<file path="src/rtl/gpio_pkg.sv">
// Shared GPIO definitions: register indices, sizing constants and the
// MAIN/SET/CLR/INV alias helpers used by the register block.
package gpio_pkg;

  typedef enum logic [1:0] {
    ACC_MAIN = 2'd0,
    ACC_SET  = 2'd1,
    ACC_CLR  = 2'd2,
    ACC_INV  = 2'd3
  } reg_access_t;

  typedef enum logic [2:0] {
    REG_OUT   = 3'd0,
    REG_DIR   = 3'd1,
    REG_IN    = 3'd2,
    REG_IE    = 3'd3,
    REG_IFLAG = 3'd4,
    REG_ISEL  = 3'd5
  } gpio_reg_t;

  localparam int GPIO_NUM_REGS = 6;
  localparam int GPIO_ADDR_W   = 5;

  // Control-register update: replace, OR in, mask out or toggle.
  function automatic logic [31:0] writeval(input logic [31:0] cur,
                                           input logic [31:0] wdata,
                                           input reg_access_t acc);
    logic [31:0] res;
    case (acc)
      ACC_MAIN: res = wdata;
      ACC_SET:  res = cur | wdata;
      ACC_CLR:  res = cur & ~wdata;
      default:  res = cur ^ wdata;
    endcase
    return res;
  endfunction

  // Flag-register update: bits can only be cleared, never set by software.
  function automatic logic [31:0] clearonly(input logic [31:0] cur,
                                            input logic [31:0] wdata,
                                            input reg_access_t acc);
    logic [31:0] res;
    case (acc)
      ACC_MAIN: res = cur & wdata;
      ACC_SET:  res = cur;
      default:  res = cur & ~wdata;
    endcase
    return res;
  endfunction

endpackage

</file>
<file path="src/rtl/gpio_sync.sv">
// Pad input synchronizer: two flops into the clock domain, a previous-value
// register, and per-bit rising/falling event strobes.
import gpio_pkg::*;

module gpio_sync #(
  parameter int WIDTH = 32
) (
  input  logic             clk,
  input  logic             rst,
  input  logic [WIDTH-1:0] async_in,
  output logic [WIDTH-1:0] sync_out,
  output logic [WIDTH-1:0] rise,
  output logic [WIDTH-1:0] fall
);

  logic [WIDTH-1:0] s1_q, s1_d;
  logic [WIDTH-1:0] s2_q, s2_d;
  logic [WIDTH-1:0] prev_q, prev_d;

  // Shift the pad value down the synchronizer chain each cycle.
  always_comb begin
    s1_d   = async_in;
    s2_d   = s1_q;
    prev_d = s2_q;
  end

  // Synchronizer and history flops.
  always_ff @(posedge clk or posedge rst) begin
    if (rst) begin
      s1_q   <= '0;
      s2_q   <= '0;
      prev_q <= '0;
    end else begin
      s1_q   <= s1_d;
      s2_q   <= s2_d;
      prev_q <= prev_d;
    end
  end

  assign sync_out = s2_q;
  assign rise     = s2_q & ~prev_q;
  assign fall     = ~s2_q & prev_q;

endmodule

</file>
<file path="src/rtl/gpio_port.sv">
// Memory-mapped GPIO port: OUT/DIR/IN/IE/IFLAG/ISEL registers behind a
// two-state request/ack bus, with edge-triggered interrupt flags.
import gpio_pkg::*;

module gpio_port #(
  parameter int WIDTH = 32
) (
  input  logic             clk,
  input  logic             rst,
  input  logic             bus_req,
  input  logic             bus_we,
  input  logic [4:0]       bus_addr,
  input  logic [31:0]      bus_wdata,
  output logic [31:0]      bus_rdata,
  output logic             bus_ack,
  input  logic [WIDTH-1:0] gpio_in,
  output logic [WIDTH-1:0] gpio_out,
  output logic [WIDTH-1:0] gpio_oe,
  output logic             irq
);

  localparam logic ST_IDLE = 1'b0;
  localparam logic ST_ACK  = 1'b1;

  logic             state_q, state_d;
  logic [31:0]      rdata_q, rdata_d;
  logic [WIDTH-1:0] out_q, out_d;
  logic [WIDTH-1:0] dir_q, dir_d;
  logic [WIDTH-1:0] ie_q, ie_d;
  logic [WIDTH-1:0] iflag_q, iflag_d;
  logic [WIDTH-1:0] isel_q, isel_d;

  logic [WIDTH-1:0] in_sync, rise, fall;
  logic             do_access, do_write;
  logic [2:0]       reg_idx;
  reg_access_t      acc;
  logic [31:0]      cur_val, wr_val, clr_val;

  gpio_sync #(.WIDTH(WIDTH)) u_sync (
    .clk      (clk),
    .rst      (rst),
    .async_in (gpio_in),
    .sync_out (in_sync),
    .rise     (rise),
    .fall     (fall)
  );

  // Decode the access, select the addressed register and compute next state.
  // The edge-event OR is applied after any software clear so a coincident
  // event always leaves its flag set.
  always_comb begin
    do_access = (state_q == ST_IDLE) && bus_req;
    do_write  = do_access && bus_we;
    reg_idx   = bus_addr[4:2];
    acc       = reg_access_t'(bus_addr[1:0]);

    cur_val = '0;
    case (reg_idx)
      REG_OUT:   cur_val[WIDTH-1:0] = out_q;
      REG_DIR:   cur_val[WIDTH-1:0] = dir_q;
      REG_IN:    cur_val[WIDTH-1:0] = in_sync;
      REG_IE:    cur_val[WIDTH-1:0] = ie_q;
      REG_IFLAG: cur_val[WIDTH-1:0] = iflag_q;
      REG_ISEL:  cur_val[WIDTH-1:0] = isel_q;
      default:   cur_val = '0;
    endcase

    wr_val  = writeval(cur_val, bus_wdata, acc);
    clr_val = clearonly(cur_val, bus_wdata, acc);

    out_d   = out_q;
    dir_d   = dir_q;
    ie_d    = ie_q;
    isel_d  = isel_q;
    iflag_d = iflag_q;
    if (do_write) begin
      case (reg_idx)
        REG_OUT:   out_d   = wr_val[WIDTH-1:0];
        REG_DIR:   dir_d   = wr_val[WIDTH-1:0];
        REG_IE:    ie_d    = wr_val[WIDTH-1:0];
        REG_ISEL:  isel_d  = wr_val[WIDTH-1:0];
        REG_IFLAG: iflag_d = clr_val[WIDTH-1:0];
        default:   ;
      endcase
    end
    iflag_d = iflag_d | (rise & ~isel_q) | (fall & isel_q);

    rdata_d = rdata_q;
    state_d = ST_IDLE;
    if (do_access) begin
      rdata_d = bus_we ? 32'h0 : cur_val;
      state_d = ST_ACK;
    end
  end

  // Register, bus FSM and read-data flops.
  always_ff @(posedge clk or posedge rst) begin
    if (rst) begin
      state_q <= ST_IDLE;
      rdata_q <= '0;
      out_q   <= '0;
      dir_q   <= '0;
      ie_q    <= '0;
      iflag_q <= '0;
      isel_q  <= '0;
    end else begin
      state_q <= state_d;
      rdata_q <= rdata_d;
      out_q   <= out_d;
      dir_q   <= dir_d;
      ie_q    <= ie_d;
      iflag_q <= iflag_d;
      isel_q  <= isel_d;
    end
  end

  assign bus_ack   = (state_q == ST_ACK);
  assign bus_rdata = rdata_q;
  assign gpio_out  = out_q;
  assign gpio_oe   = dir_q;
  assign irq       = |(iflag_q & ie_q);

endmodule

</file>
<file path="config.mk">
export PLATFORM = sky130hd
export DESIGN_NAME = gpio_port
export DESIGN_NICKNAME = d
export VERILOG_FILES = /design/src/rtl/gpio_pkg.sv /design/src/rtl/gpio_sync.sv /design/src/rtl/gpio_port.sv
export SDC_FILE = /design/constraint.sdc
export NUM_CORES = 1
export LEC_CHECK = 0
export CORE_UTILIZATION = 50
export CTS_BUF_LIST = sky130_fd_sc_hd__clkbuf_16
export DETAILED_ROUTE_END_ITERATION = 10
export PLACE_DENSITY = 0.73
export SKIP_LAST_GASP = 1
export SYNTH_ARGS = -nofsm -noshare
export SYNTH_HDL_FRONTEND = slang
export SYNTH_SLANG_ARGS = --single-unit
</file>
<file path="constraint.sdc">
create_clock -name clk -period 11.67 [get_ports clk]
set_input_delay 3.501 -clock clk [delete_from_list [all_inputs] [get_ports clk]]
set_output_delay 3.501 -clock clk [all_outputs]
set_load 0.01 [all_outputs]
</file>
Yosys cells after proc, flatten, opt, wreduce, memory -nomap -nowiden
Cells that the tools add are included.

Word-level logic and storage cells: 49. Input bits: 73. Flip-flop bits (word level): 289. Output and inout port bits: 98.

Mux-type cells: 7. Bitwise operators: 16. Equal/unequal tests: 7. Reductions and logical operators: 9.

Operators by type and width (number): $and 32x32->32 (7); $pmux 32 s6 (1); $not 32->32 (4); $mux 32 (3); $or 32x32->32 (3); $pmux 32 s3 (1); $pmux 32 s2 (1); $reduce_or 32->1 (1); $xor 32x32->32 (1); $reduce_and 2->1 (4); $eq 3x2->1 const B (2); $eq 3x3->1 const B (2); $eq 3x1->1 const B (1); $logic_not 3->1 (1); $eq 2x1->1 const B (1); $eq 2x2->1 const B (1); $logic_and 1x1->1 (2); $logic_not 2->1 (1); $mux 1 (1); $not 1->1 (1).

Logic depth before layout (Yosys ltp)
Depth after elaboration: 8. Depth in mapped cells: 12. Gate-level depth less buffers: 9.

Modules after synthesis
A second synthesis with hierarchy kept.

Cells, all modules: 1431. Area total of the unflattened synthesis: 15796.4 µm².

By module, submodules not included: gpio_port (instances 1, area each 12829.8 µm², sequential area each 4829.6 µm², cells each 1270); gpio_sync (instances 1, area each 2966.6 µm², sequential area each 2402.3 µm², cells each 161).

Worst setup path after synthesis
No wires, ideal clock.

Path type: in2reg. Start: in bus_addr[2]. End: reg isel_q[8]. Arrival time: 5647 ps. Library setup time: 125 ps. Required time: 11545 ps. Cell stages on the path: 9. Setup slack: 5898 ps. Buffers on the path: 2. Cell sequence: buf_6 -> buf_6 -> mux4_2 -> a22oi_1 -> inv_1 -> ha_1 -> inv_1 -> mux4_2 -> mux2_2.

Cells in the longest elaborated chain, start to end: 4. Elaborated cells between the ends (all ways): 12. Classes of those cells: 5 x eq/ne; 2 x mux; 3 x bitwise; 2 x reduce/logical.

RTL lines: start: declaration (line gpio_port.sv:12) `input logic [4:0] bus_addr,`; $eq 3x3->1 (tied with other cells) (line gpio_port.sv:58, gpio_port.sv:77); $pmux 32 s6 (line gpio_port.sv:58) `case (reg_idx)`; $xor 32x32->32 (tied with other cells) (line gpio_pkg.sv:33) `default: res = cur ^ wdata;`; $pmux 32 s3 (line gpio_pkg.sv:29) `case (acc)`; end signal: assignment (line gpio_port.sv:113) `isel_q <= isel_d;`; end: declaration (line gpio_port.sv:31) `logic [WIDTH-1:0] isel_q, isel_d;`.

Several ways; a longest one is shown, not always the timed one. A chain may end at the register's enable or synchronous reset.

Final worst setup path
Start: in bus_addr[2]. End: reg out_q[17] (netlist: gpio_out[17]).

Cells in the longest elaborated chain, start to end: 4. Elaborated cells between the ends (all ways): 12. Classes of those cells: 5 x eq/ne; 2 x mux; 3 x bitwise; 2 x reduce/logical.

RTL lines: $eq 3x3->1 (tied with other cells) (line gpio_port.sv:58); $pmux 32 s6 (line gpio_port.sv:58); $xor 32x32->32 (tied with other cells) (line gpio_pkg.sv:33); $pmux 32 s3 (line gpio_pkg.sv:29); end signal: assignment (line gpio_port.sv:109) `out_q <= out_d;`; end: declaration (line gpio_port.sv:27) `logic [WIDTH-1:0] out_q, out_d;`.

Several ways; a longest one is shown, not always the timed one.

==> flow_metrics.env <==
export IMPL_critPathLaunch="bus_addr[2]"
export IMPL_ys_seq_area_share_pct=48.5
export IMPL_gp_congestion=0.827
export IMPL_synth_top_cell_area_share_pct=48.5
export IMPL_swShare_pct=29.9
export IMPL_pwr_share_clk_pct=31.1
export IMPL_arrival_ps=7110
export IMPL_area_growth_pct=18.0
export IMPL_core_area_sq_um=29000
export IMPL_hold_path_class="flip-flop to flip-flop"
export IMPL_setup_viol=0
export IMPL_synth_edff_count=0
export IMPL_cts_sinks=289
export IMPL_syn_area_sq_um=14900
export IMPL_antenna_found_initial=1
export IMPL_cts_setup_buffers=0
export IMPL_drc_errors=0
export IMPL_path_class="input pin to flip-flop"
export IMPL_hold_violations=0
export IMPL_gr_total_overflow=0
export IMPL_synth_seq_cells=289
export IMPL_cts_buffers=31
export IMPL_p_switching_uw=873
export IMPL_dr_pass1_iters=5
export IMPL_clk_latency_ps=550
export IMPL_cap_violations=0
export IMPL_crit_end="gpio_out[17]"
export IMPL_finClkSkew_ps=7.08
export IMPL_rr_worst_depth=5
export IMPL_internal_power_mw=2.05
export IMPL_gr_usage_all_layers_pct=26.4
export IMPL_antenna_left=0
export IMPL_run_status="completed"
export IMPL_syn_area_per_cell_sq_um=11.3
export IMPL_ctsResizeCount=0
export IMPL_p_per_area_nw_per_um2=166
export IMPL_synth_top_cells_by_count="289 x dfrtp_1, 108 x nand2_1, 104 x inv_1"
export IMPL_preCtsSetupSlack_ps=4440
export IMPL_path_clk_slew_ps=60
export IMPL_slew_violations=0
export IMPL_initial_core_util_pct=51.3
export IMPL_via_count=10956
export IMPL_p_leak_nw=7.82
export IMPL_hold_depth=0
export IMPL_wirelength_um=39300
export IMPL_cts_tree="yes"
export IMPL_wl_per_cell_um=21.1
export IMPL_drive_gt1_share_pct=14.2
export IMPL_cts_max_level=1
export IMPL_die_h_um=175
export IMPL_synth_top_cells_by_area="dfrtp_1 49%, ha_1 8.1%, mux2_2 7.0%, mux4_2 6.2%, a21oi_1 2.8%"
export IMPL_vias_per_cell=5.89
export IMPL_comb_power_share_pct=23.9
export IMPL_synth_ff_type="dfrtp_1"
export IMPL_timing_rr_start="bus_ack"
export IMPL_rrSetupSlack_ps=8540
export IMPL_design_area_sq_um=17600
export IMPL_ios=171
export IMPL_insertedDiodeCount=0
export IMPL_timing_rr_end="gpio_oe[27]"
export IMPL_crit_path_end_kind="flip-flop"
export IMPL_ys_types=53
export IMPL_finalCritPeriodShare_pct=57.0
export IMPL_synth_warning_count=0
export IMPL_cts_hold_buf=0
export IMPL_first_global_vias=11182
export IMPL_layout_min_cycle_time_ps=6650
export IMPL_finalPower_mw=2.92
export IMPL_syn_inst=1323
export IMPL_rows=62
export IMPL_grt_pass1_wl_um=62700
export IMPL_die_width_um=175
export IMPL_nets=1624
export IMPL_ir_drop_mv=0.107
export IMPL_grt_max_degree=173
export IMPL_cp_max_fo=50
export IMPL_async_flop_share_pct=100
export IMPL_slew_headroom_pct=12.5
export IMPL_max_freq_mhz=150
export IMPL_die_area_sq_um=30500
export IMPL_dr_first_iter_drc_count=797
export IMPL_fin_setup_tns_ps=0
export IMPL_clockRootBuffer="clkbuf_16"
export IMPL_port_buffers=170
export IMPL_clock_path_buffers=3
export IMPL_dpl_instance_area_sq_um=16700
export IMPL_worstMarginPinSlew_ps=1310
export IMPL_syn_nets=1492
export IMPL_power_frac_seq_pct=45.0
export IMPL_yosys_area_top_type="dfrtp_1"
export IMPL_setup_ws_ps=5020
export IMPL_worst_ep_required_time_ps=12130
export IMPL_synthMostInstantiatedCell="dfrtp_1"
export IMPL_rsz0062_at_grt="no"
export IMPL_startpoint_type="input pin"
export IMPL_dp_hpwl_um=25300
## flip-flops by register name, indices dropped and copies added, names as in the netlist
name,cells
ie_q,32
gpio_out,32
bus_rdata,32
u_sync.s1_q,32
u_sync.prev_q,32
bus_ack,1
iflag_q,32
gpio_oe,32
u_sync.sync_out,32
isel_q,32
## power groups by stage
stage          combinational, mW  clock (mW)  sequential [mW]
6_report                   0.699       0.908             1.31
2_1_floorplan              0.399           0             1.30
4_1_cts                    0.701       0.925             1.31
3_5_place_dp               0.695           0             1.33
3_3_place_gp               0.670           0             1.32
5_1_grt                    0.772       0.960             1.33
## worst max-delay path: stages
cell and delay (ps):
buf_4 440, buf_4 690, nor2b_1 900, a22oi_1 210
o22ai_1 340, ha_1 300, mux4_2 510, o21ai_0 210
## layout by cell type (no fill, tap or decap), types with 41 or more instances in the layout
cell	n
dfrtp_1	289
clkdlybuf4s50_1	165
inv_1	112
nand2_1	108
nor2_1	99
ha_1	96
mux2_2	93
a21oi_1	82
o21ai_0	61
mux4_2	41
a22oi_1	41
## worst min-delay path by stage
stage	from	to	slack [ps]
CTS	u_sync.s1_q[30]	u_sync.sync_out[30]	350
global placement	u_sync.s1_q[21]	u_sync.sync_out[21]	330
detailed placement	u_sync.s1_q[14]	u_sync.sync_out[14]	340
global route	u_sync.s1_q[30]	u_sync.sync_out[30]	350
finish	u_sync.s1_q[30]	u_sync.sync_out[30]	340
floorplan	u_sync.s1_q[0]	u_sync.sync_out[0]	330
## cell type report
| cell class | count | area [sq um] |
|---|---|---|
| clock inverter | 23 | 146 |
| sequential | 289 | 7230 |
| clock buffer | 31 | 776 |
| inverter | 107 | 409 |
| fill | 2334 | 11400 |
| multi-input combinational | 847 | 6770 |
| tap | 384 | 480 |
| timing repair buffer | 179 | 1760 |
## metrics by stage
step	util, %	instances	hold slack (ps)
6_report	60.6	1860	342
4_1_cts	60.6	1860	346
2_1_floorplan	-	1323	331
3_5_place_dp	57.4	1806	336
5_1_grt	60.6	1860	350
3_3_place_gp	57.4	1806	332
## routing by layer
metal | part of all wire, % | vias up | GRT usage, %
li1 | - | 4933 | -
met1 | 42 | 5479 | 36.7
met2 | 46 | 445 | 41.7
met3 | 7.6 | 99 | 4.79
met4 | 3.7 | 0 | 9.31
met5 | 0 | - | 0
## cells by family (layout without fill, tap and decap cells)
logic type	count (synthesis)	count (layout)	share of synthesized area, %
AND/OR/NAND/NOR	302	302	9.79
AO/OA/AOI/OAI	299	299	13.2
adder cells (fa/ha/maj)	96	96	8.06
buffers and inverters	187	340	6.05
flip-flops	289	289	48.5
multiplexers	150	150	14.4
No activity file was read; power rests on OpenSTA's default activity.
